File: config.mk
export PLATFORM = sky130hd
export DESIGN_NAME = sha256_msg_sched
export DESIGN_NICKNAME = d
export VERILOG_FILES = /design/src/rtl/sha256_pkg.sv /design/src/rtl/sha256_sched_word.sv /design/src/rtl/sha256_msg_sched.sv
export SDC_FILE = /design/constraint.sdc
export NUM_CORES = 1
export LEC_CHECK = 0
export CORE_MARGIN = 2
export CORE_UTILIZATION = 30
export DETAILED_ROUTE_END_ITERATION = 12
export GPL_TIMING_DRIVEN = 0
export PLACE_DENSITY = 0.61
export SKIP_CTS_REPAIR_TIMING = 1
export SLEW_MARGIN = 20
export SYNTH_ARGS = -nofsm -noshare
export SYNTH_HDL_FRONTEND = slang
export SYNTH_HIERARCHICAL = 1
export SYNTH_SLANG_ARGS = --single-unit
File: constraint.sdc
create_clock -name clk -period 10 [get_ports clk]
set_input_delay 2 -clock clk [delete_from_list [all_inputs] [get_ports clk]]
set_output_delay 2 -clock clk [all_outputs]
set_load 0.1 [all_outputs]
File: src/rtl/sha256_pkg.sv
// ============================================================================
// Module   : sha256_pkg
// Purpose  : Shared SHA-256 definitions: word width, message-schedule state
//            encoding and the small-sigma functions s0/s1 used by the schedule.
// Ports    : none (package)
// Revision : 1.0 - initial release
// ============================================================================
`default_nettype none

package sha256_pkg;

  localparam int WORD_W  = 32;
  localparam int BLOCK_W = 512;
  localparam int WIN_LEN = 16;

  typedef enum logic [0:0] {
    ST_IDLE = 1'b0,
    ST_RUN  = 1'b1
  } sched_state_t;

  function automatic logic [WORD_W-1:0] ror(input logic [WORD_W-1:0] x,
                                            input int unsigned      n);
    return (x >> n) | (x << (WORD_W - n));
  endfunction

  // s0(x) = ror7 ^ ror18 ^ shr3
  function automatic logic [WORD_W-1:0] sig0(input logic [WORD_W-1:0] x);
    return ror(x, 7) ^ ror(x, 18) ^ (x >> 3);
  endfunction

  // s1(x) = ror17 ^ ror19 ^ shr10
  function automatic logic [WORD_W-1:0] sig1(input logic [WORD_W-1:0] x);
    return ror(x, 17) ^ ror(x, 19) ^ (x >> 10);
  endfunction

endpackage

`default_nettype wire

File: src/rtl/sha256_sched_word.sv
// ============================================================================
// Module   : sha256_sched_word
// Purpose  : Combinational new-word generator for the SHA-256 message
//            schedule: new = s1(win14) + win9 + s0(win1) + win0 (mod 2^32).
// Ports    : win_0, win_1, win_9, win_14 - window taps (oldest = win_0)
//            new_word                    - next schedule word
// Revision : 1.0 - initial release
// ============================================================================
`default_nettype none

module sha256_sched_word
  import sha256_pkg::*;
(
  input  logic [WORD_W-1:0] win_0,
  input  logic [WORD_W-1:0] win_1,
  input  logic [WORD_W-1:0] win_9,
  input  logic [WORD_W-1:0] win_14,
  output logic [WORD_W-1:0] new_word
);

  // Sum is taken at WORD_W bits so carries out of the top bit drop naturally.
  always_comb begin
    new_word = sig1(win_14) + win_9 + sig0(win_1) + win_0;
  end

endmodule

`default_nettype wire

File: src/rtl/sha256_msg_sched.sv
// ============================================================================
// Module   : sha256_msg_sched
// Purpose  : SHA-256 message schedule generator. Accepts one 512-bit block,
//            then streams W[0..ROUNDS-1] over a valid/ready interface using a
//            16-word sliding window.
// Ports    : clk, reset (sync, active high)
//            load_valid/load_ready/block - block input handshake
//            w_valid/w_ready/w_data       - schedule word output handshake
//            w_index, w_last              - word index, last-word flag
//            busy                         - high while streaming
// Revision : 1.0 - initial release
// ============================================================================
`default_nettype none

module sha256_msg_sched
  import sha256_pkg::*;
#(
  parameter int ROUNDS = 64
) (
  input  logic               clk,
  input  logic               reset,
  input  logic               load_valid,
  output logic               load_ready,
  input  logic [BLOCK_W-1:0] block,
  output logic               w_valid,
  input  logic               w_ready,
  output logic [WORD_W-1:0]  w_data,
  output logic [5:0]         w_index,
  output logic               w_last,
  output logic               busy
);

  localparam logic [5:0] LAST_IDX = 6'(ROUNDS - 1);

  generate
    if (ROUNDS < 16 || ROUNDS > 64) begin : g_rounds_check
      $error("sha256_msg_sched: ROUNDS must be within 16..64");
    end
  endgenerate

  sched_state_t      r_state;
  sched_state_t      w_next_state;
  logic [WORD_W-1:0] r_win [WIN_LEN];
  logic [5:0]        r_index;
  logic [WORD_W-1:0] w_new_word;
  logic              w_load_fire;
  logic              w_word_fire;
  logic              w_at_last;

  assign w_at_last = (r_index == LAST_IDX);

  // --------------------------------------------------------------------------
  // FSM: state register
  // --------------------------------------------------------------------------
  always_ff @(posedge clk) begin
    if (reset) begin
      r_state <= ST_IDLE;
    end else begin
      r_state <= w_next_state;
    end
  end

  // --------------------------------------------------------------------------
  // FSM: next state and handshake outputs
  // --------------------------------------------------------------------------
  always_comb begin
    w_next_state = r_state;
    load_ready   = 1'b0;
    w_valid      = 1'b0;
    busy         = 1'b0;
    w_load_fire  = 1'b0;
    w_word_fire  = 1'b0;
    case (r_state)
      ST_IDLE: begin
        load_ready = 1'b1;
        if (load_valid) begin
          w_load_fire  = 1'b1;
          w_next_state = ST_RUN;
        end
      end
      ST_RUN: begin
        // load_valid is deliberately not looked at here: no queuing.
        w_valid = 1'b1;
        busy    = 1'b1;
        if (w_ready) begin
          w_word_fire = 1'b1;
          if (w_at_last) begin
            w_next_state = ST_IDLE;
          end
        end
      end
      default: begin
        w_next_state = ST_IDLE;
      end
    endcase
  end

  // --------------------------------------------------------------------------
  // Window and index. The final handshake leaves both untouched so the index
  // saturates at ROUNDS-1 instead of wrapping.
  // --------------------------------------------------------------------------
  always_ff @(posedge clk) begin
    if (reset) begin
      for (int i = 0; i < WIN_LEN; i++) begin
        r_win[i] <= '0;
      end
      r_index <= '0;
    end else if (w_load_fire) begin
      for (int i = 0; i < WIN_LEN; i++) begin
        r_win[i] <= block[WORD_W*i +: WORD_W];
      end
      r_index <= '0;
    end else if (w_word_fire && !w_at_last) begin
      for (int i = 0; i < WIN_LEN - 1; i++) begin
        r_win[i] <= r_win[i+1];
      end
      r_win[WIN_LEN-1] <= w_new_word;
      r_index          <= r_index + 6'd1;
    end
  end

  sha256_sched_word u_sched_word (
    .win_0    (r_win[0]),
    .win_1    (r_win[1]),
    .win_9    (r_win[9]),
    .win_14   (r_win[14]),
    .new_word (w_new_word)
  );

  assign w_data  = r_win[0];
  assign w_index = r_index;
  assign w_last  = w_valid && w_at_last;

endmodule

`default_nettype wire

==> summary.md, run 1 <==
| Metric | Value |
|---|---|
| Status | `finished clean` |
| Commonest non-fill, non-tap cell in the layout | `clkdlybuf4s50_1` |
| Rel. slew slack | `23.3%` |
| Worst hold start | `r_win[10][31]` |
| Post-synthesis net count | `2768` |
| Async S/R FF share, synth | `0%` |
| Hold depth | `1` |
| Vias in the first global route | `19800` |
| Largest family of logic cells by synthesized area | `compound AO/OA/AOI/OAI gates` |
| Clock Skews | `0.0434 ns` |
| Max stage delay on crit path | `0.56 ns` |
| FILL cells | `8586` |
| Hold Fails Final Rpt | `0` |
| Worst Setup End Kind | `register` |
| Synth cell types | `59` |
| Reg clk slew, reported paths | `0.06 ns` |
| Primary FF master, synth | `edfxtp_1` |
| Final HPWL DP | `87200 µm` |
| Die area | `93600 µm²` |
| Fin crit share | `52.7%` |
| Top Metal Used | `met5` |
| Final min period | `5.27 ns` |
| Root buffer cell | `clkbuf_16` |
| Post-synthesis adder-cell area fraction | `6.00%` |
| Initial DRC Count | `2059` |
| Placement Cell Area | `34600 µm²` |
| Via count | `20100` |
| Met2 Wirelength | `50900 µm` |
| Critical Path Source Type | `register` |
| Fmax achieved | `190 MHz` |
| Critical R2R Launch | `r_win[1][8]` |
| Wirelength per Cell | `26.7 µm` |
| Initial core utilization | `30.3%` |
| Slew Limit Fails | `0` |
| Port Buffer Count | `557` |
| Post-route design area | `36600 µm²` |
| Worst EP required | `10.44 ns` |
| Most frequent CP cell | `fa_1` |
| Worst Hold Class | `reg -> reg` |
| Core ar. | `90100 µm²` |
| Synth Area in XOR/XNOR | `4.55%` |
| Final setup violation count | `0` |
| Slowest cell on crit path | `a211oi_1` |
| WL met3 | `9690 µm` |
| Clock tree sinks | `519` |
| Simple-gate share of the synthesized area | `7.40%` |
| First drt pass iteration count | `7` |
| RSZ-0062 raised after global routing | `no` |
| Power Density | `222 nW/µm²` |
| Layout cells sized above 1 | `7.20%` |
| Top cell type's share of synthesized area | `56.2%` |
| Peak VDD IR | `0.000142 V` |
| Initial antenna violation count | `22` |
| Largest net degree at the start of global routing | `56` |
| Most frequent cells in the layout | `555 x clkdlybuf4s50_1, 512 x edfxtp_1, 413 x nand2_1` |
| Flip-flop and latch count after synthesis | `519` |
| Total wire length | `107000 µm` |
| Nets | `3396` |
| Synth Area in Compound Gates | `12.8%` |
| Total congestion overflow | `0` |
| Die Ht | `306 µm` |
| Width of the die | `306 µm` |
| Post-layout util | `40.6%` |
| Worst-skew pair later-pin latency | `0.64 ns` |
| Cells after synthesis | `2158` |
| DRC viols | `0` |
| Synth area leaders | `edfxtp_1 56%, a22o_1 10%, mux2i_1 7.1%` |
| Crit path kind | `reg -> reg` |
| Syn-to-layout area delta | `33.8%` |
| Mux share of post-synthesis cell area | `7.18%` |
| First-pass GRT wire length | `146000 µm` |
| # IOs | `558` |
| TritonCTS clock tree | `built` |
| Crit path DAT | `5.72 ns` |
| Syn. warnings | `6` |
| Detail Route Antenna Nets | `0` |
| Met1 WL | `44000 µm` |
| Worst Path Buf+Inv | `1` |
| Worst setup path startpoint | `r_win[1][8]` |
| Max-cap viol count | `0` |
| Cell count of the worst reg-to-reg path | `15` |
| CP max FO | `4` |
| Cell family with most CP delay | `compound AO/OA/AOI/OAI gates` |
| Reg-to-reg slack, setup | `4.73 ns` |
| Cell Chain, Critical Path | `xor2_1, xnor2_1, fa_1, inv_1, fa_1, ha_1, fa_1, a21oi_2, or3b_4, a211oi_1, o31a_1, o21ai_1, a311oi_1, nand2_1, mux2i_1` |
| Yosys top cell by area | `edfxtp_1` |
| Via density | `5.00` |
| Placement row count | `110` |
| Sequential share of the synthesized area | `56.7%` |
| H-Tree Depth | `2` |
| Overall Global Routing Usage | `22.2%` |
| Worst-Margin Slew | `1.15 ns` |
| Worst path depth | `15` |
| Syn Area/Cell | `12.7 µm²` |
| Max Root-Sink Buffers | `3` |
| Post-synthesis cell area | `27400 µm²` |
| Placer Congestion | `0.892` |
| Post-synth EDFFs | `512` |
| TritonCTS buffer count | `60` |
| Setup TNS | `0 ns` |
| Leak Pwr | `14.0 nW` |
[sequential cells by signal, summed over array words and instances, names as in the netlist]
name	cells
w_index	6
r_state	1
r_win	512
[worst paths after layout]
check / to
max: r_win[15][27]
min: r_win[9][31]
max reg2reg: r_win[15][27]
min reg2reg: r_win[9][31]
[per-layer routing]
layer  vias up  track usage [%]
met2       921             36.8
met1      9835             28.8
li1       9188                -
met3       140             5.99
met5         -                0
met4        22             5.17
[cells in the mapped netlist (24+ instances only)]
cell type and number:
a21oi_1 35, edfxtp_1 512, ha_1 32, xnor2_1 88, fa_1 62, nand2_1 413
a22o_1 320, o21ai_0 24, buf_6 47, buf_2 43, clkbuf_1 55, xor2_1 54
inv_1 134, mux2i_1 195
[metrics by stage]
step	setup slack (ns)	power, mW	std cells	hold slack [ns]
4_1_cts	4.87	8.12	4011	0.509
3_3_place_gp	1.40	5.88	3891	0.495
2_1_floorplan	3.98	4.77	2158	0.512
5_1_grt	4.64	8.52	4015	0.531
3_5_place_dp	4.19	5.88	3900	0.517
6_report	4.73	8.11	4019	0.516
[cells by family (layout without fill, tap and decap cells)]
logic type                 after synthesis  count (layout)
muxes                                  196             196
xor gates and xnor gates               142             142
buffers and inverters                  280             957
other                                    0               8
AOI/OAI and AO/OA                      428             428
and+or+nand+nor                        499             499
DFF                                    519             519
adders and majority gates               94              94
[area by class of cell]
type                       instances  area (µm²)  share of cell area, %
inverter                         134         503                   1.37
timing repair buffer             566        5800                   15.8
antenna                            8        20.0                 0.0547
multi-input combinational       1359       10400                   28.4
tap                             1176        1470                   4.02
clock buffer                      75        1560                   4.26
sequential                       519       15500                   42.4
clock inverter                    36         384                   1.05
buffer                           146         960                   2.62
[where the power goes]
group	switching [mW]	internal, mW
clock network	0.948	1.26
registers	0.170	2.67
logic	1.88	1.18
total	3.00	5.11
No activity file was read; power rests on OpenSTA's default activity.
==> inputs of run 2 (changes only) <==
--- a/config.mk
+++ b/config.mk
@@ -9,7 +9,7 @@
 export CORE_UTILIZATION = 30
 export DETAILED_ROUTE_END_ITERATION = 12
 export GPL_TIMING_DRIVEN = 0
-export PLACE_DENSITY = 0.61
+export PLACE_DENSITY = 0.63
 export SKIP_CTS_REPAIR_TIMING = 1
 export SLEW_MARGIN = 20
 export SYNTH_ARGS = -nofsm -noshare
==> constraint.sdc (replaced) <==
create_clock -name clk -period 4.3 [get_ports clk]
set_input_delay 0.86 -clock clk [delete_from_list [all_inputs] [get_ports clk]]
set_output_delay 0.86 -clock clk [all_outputs]
set_load 0.1 [all_outputs]
==> run 2 against run 1 <==
  * The flow now finishes with violations (setup timing)
  * Routed wire length rose by 1.3%
  * Clock power rose by 130%
  * Utilization rose by 0.90 points
  * Largest cell class unchanged
  * Non-clock buffer count rose by 26
==> summary.md, run 2 (same netlist as run 1, synthesis figures left out) <==
| Metric | Value |
|---|---|
| Worst-skew pair later-pin latency | `0.62 ns (-0.02 ns)` |
| Clock Skews | `0.0290 ns (-0.0144 ns)` |
| Slowest cell on crit path | `o211ai_1` |
| Slew Limit Fails | `0 (unchanged)` |
| Total wire length | `109000 µm (+1.3%)` |
| Crit path kind | `reg -> reg` |
| FILL cells | `8495 (-1.1%)` |
| Hold Fails Final Rpt | `0 (unchanged)` |
| CP max FO | `4 (unchanged)` |
| Total congestion overflow | `0 (unchanged)` |
| Placement Cell Area | `34700 µm² (about the same)` |
| Most frequent cells in the layout | `553 x clkdlybuf4s50_1, 512 x edfxtp_1, 409 x nand2_1` |
| Fin crit share | `108% (+56 points)` |
| Power Density | `536 nW/µm² (+140%)` |
| Crit path DAT | `5.13 ns (-0.59 ns)` |
| Leak Pwr | `14.3 nW (+2.4%)` |
| Cell Chain, Critical Path | `xor2_2, xnor2_2, fa_1, inv_2, fa_1, ha_4, fa_2, a21oi_2, or3b_4, a211oi_4, o31a_1, o21ai_2, o211ai_1, nand2_1, mux2i_1` |
| Worst slack at placement | `-0.758 ns (-4.95 ns)` |
| Via density | `4.97 (-0.56%)` |
| Final HPWL DP | `88000 µm (+0.92%)` |
| Final Worst Setup Slack | `-0.363 ns (-5.09 ns)` |
| Die area | `93600 µm² (unchanged)` |
| Vias in the first global route | `19800 (-0.14%)` |
| Most frequent CP cell | `fa_1` |
| Die Ht | `306 µm (unchanged)` |
| Reg clk slew, reported paths | `0.07 ns (about the same)` |
| Reg area | `15500 µm² (unchanged)` |
| First-pass GRT wire length | `146000 µm (-0.51%)` |
| Initial antenna violation count | `29 (+32%)` |
| Peak VDD IR | `0.000383 V (+170%)` |
| Placer Congestion | `0.912 (+2.3%)` |
| Root buffer cell | `clkbuf_16` |
| Critical Path Source Type | `register` |
| Area of the multi-input gates | `11000 µm² (+6.2%)` |
| Via count | `20100 (+0.13%)` |
| Core ar. | `90100 µm² (unchanged)` |
| Worst-Margin Slew | `1.19 ns (+0.0437 ns)` |
| Worst Hold Class | `reg -> reg` |
| First drt pass iteration count | `5 (-2)` |
| Hold depth | `2 (+1)` |
| Placement row count | `110 (unchanged)` |
| Largest Register | `r_win` |
| Port Buffer Count | `557 (unchanged)` |
| Overall Global Routing Usage | `22.1% (-0.030 points)` |
| Clock tree sinks | `519 (unchanged)` |
| Initial core utilization | `30.3% (unchanged)` |
| Rel. slew slack | `20.4% (-2.9 points)` |
| Layout cells sized above 1 | `11.2% (+4.0 points)` |
| Fmax achieved | `214 MHz (+13%)` |
| H-Tree Depth | `2 (unchanged)` |
| Failing checks | `setup timing` |
| Max-cap viol count | `0 (unchanged)` |
| TritonCTS clock tree | `built` |
| Max stage delay on crit path | `0.59 ns (+0.03 ns)` |
| Total power | `20.0 mW (+150%)` |
| Post-route design area | `37400 µm² (+2.2%)` |
| Flip-flop count of the largest register after layout | `512 (unchanged)` |
| # IOs | `558 (unchanged)` |
| Final min period | `4.66 ns (-0.610 ns)` |
| Final setup violation count | `12 (+12)` |
| Wirelength per Cell | `26.8 µm (+0.56%)` |
| Worst Setup End Kind | `register` |
| RSZ-0062 raised after global routing | `yes` |
| Syn-to-layout area delta | `36.7%` |
| DRC viols | `0 (unchanged)` |
| Cell count of the worst reg-to-reg path | `15 (unchanged)` |
| Initial DRC Count | `1936 (-6.0%)` |
| Max Root-Sink Buffers | `3 (unchanged)` |
| TritonCTS buffer count | `57 (-5.0%)` |
| Width of the die | `306 µm (unchanged)` |
| Detail Route Antenna Nets | `0 (unchanged)` |
| Nets | `3419 (+0.68%)` |
| Status | `complete, but fails checks` |
| Post-layout util | `41.5% (+0.90 points)` |
| Worst EP required | `4.77 ns (-5.67 ns)` |
| Commonest non-fill, non-tap cell in the layout | `clkdlybuf4s50_1` |
| Largest net degree at the start of global routing | `54 (-3.6%)` |
## run 2: cell types whose count changed in the layout (fill, tap and decap cells not counted), sizes merged
cell and delta:
clkbuf -15, diode +6, clkdlybuf4s50 -2, bufinv +1
clkinv +8, buf +34, clkinvlp -4
## run 2: final cells by class
cell class / instances / area share (%)
Clock buffer: 66 / 3.90
Tap cell: 1176 / 3.93
Inverter: 134 / 1.34
Antenna cell: 14 / 0.0937
Timing Repair Buffer: 598 / 16.1
Multi-Input combinational cell: 1359 / 29.5
Buffer: 140 / 2.50
Clock inverter: 41 / 1.11
Sequential cell: 519 / 41.5
## run 2: path summary, 6_finish.rpt
| check | start | endpoint | slack, ns |
|---|---|---|---|
| max | r_win[1][19] | r_win[15][31] | -0.36 |
| min | w_index[1] | w_index[1] | 0.51 |
| max reg2reg | r_win[1][19] | r_win[15][31] | -0.36 |
| min reg2reg | w_index[1] | w_index[1] | 0.51 |
## run 2: power by group
part	switching, mW	total [mW]	internal, mW
clock	2.12	4.99	2.86
sequential	0.406	6.61	6.20
combinational	4.99	8.44	3.45
total	7.52	20.0	12.5
## run 2: critical path: cells and delay by family, from the launching register on
family / cells / cell delay (ns)
XOR/XNOR: 2 / 0.47
flip-flops: 1 / 0.52
multiplexers: 1 / 0.17
AND/OR/NAND/NOR: 2 / 0.54
AO/OA/AOI/OAI: 5 / 1.25
adder cells (fa/ha/maj): 4 / 1.53
buffers and inverters: 1 / 0.04
## run 2: through the flow
stage | hold WS [ns] | setup TNS (ns) | cells
after global placement | 0.501 | -515.81 | 3891
after detailed placement | 0.509 | -36.46 | 3902
after CTS | 0.520 | -5.63 | 4009
after floorplan | 0.512 | 0 | 2158
final | 0.511 | -2.04 | 4047
after global routing | 0.533 | -3.89 | 4038
## run 2: layer usage
metal  GRT usage [%]  vias to the layer above  part of all wire (%)
met4            5.53                       30                   2.5
met1            27.3                     9851                    40
li1                -                     9222                     -
met2            37.5                      894                    48
met5               0                        -                  0.19
met3            6.98                      136                   9.4
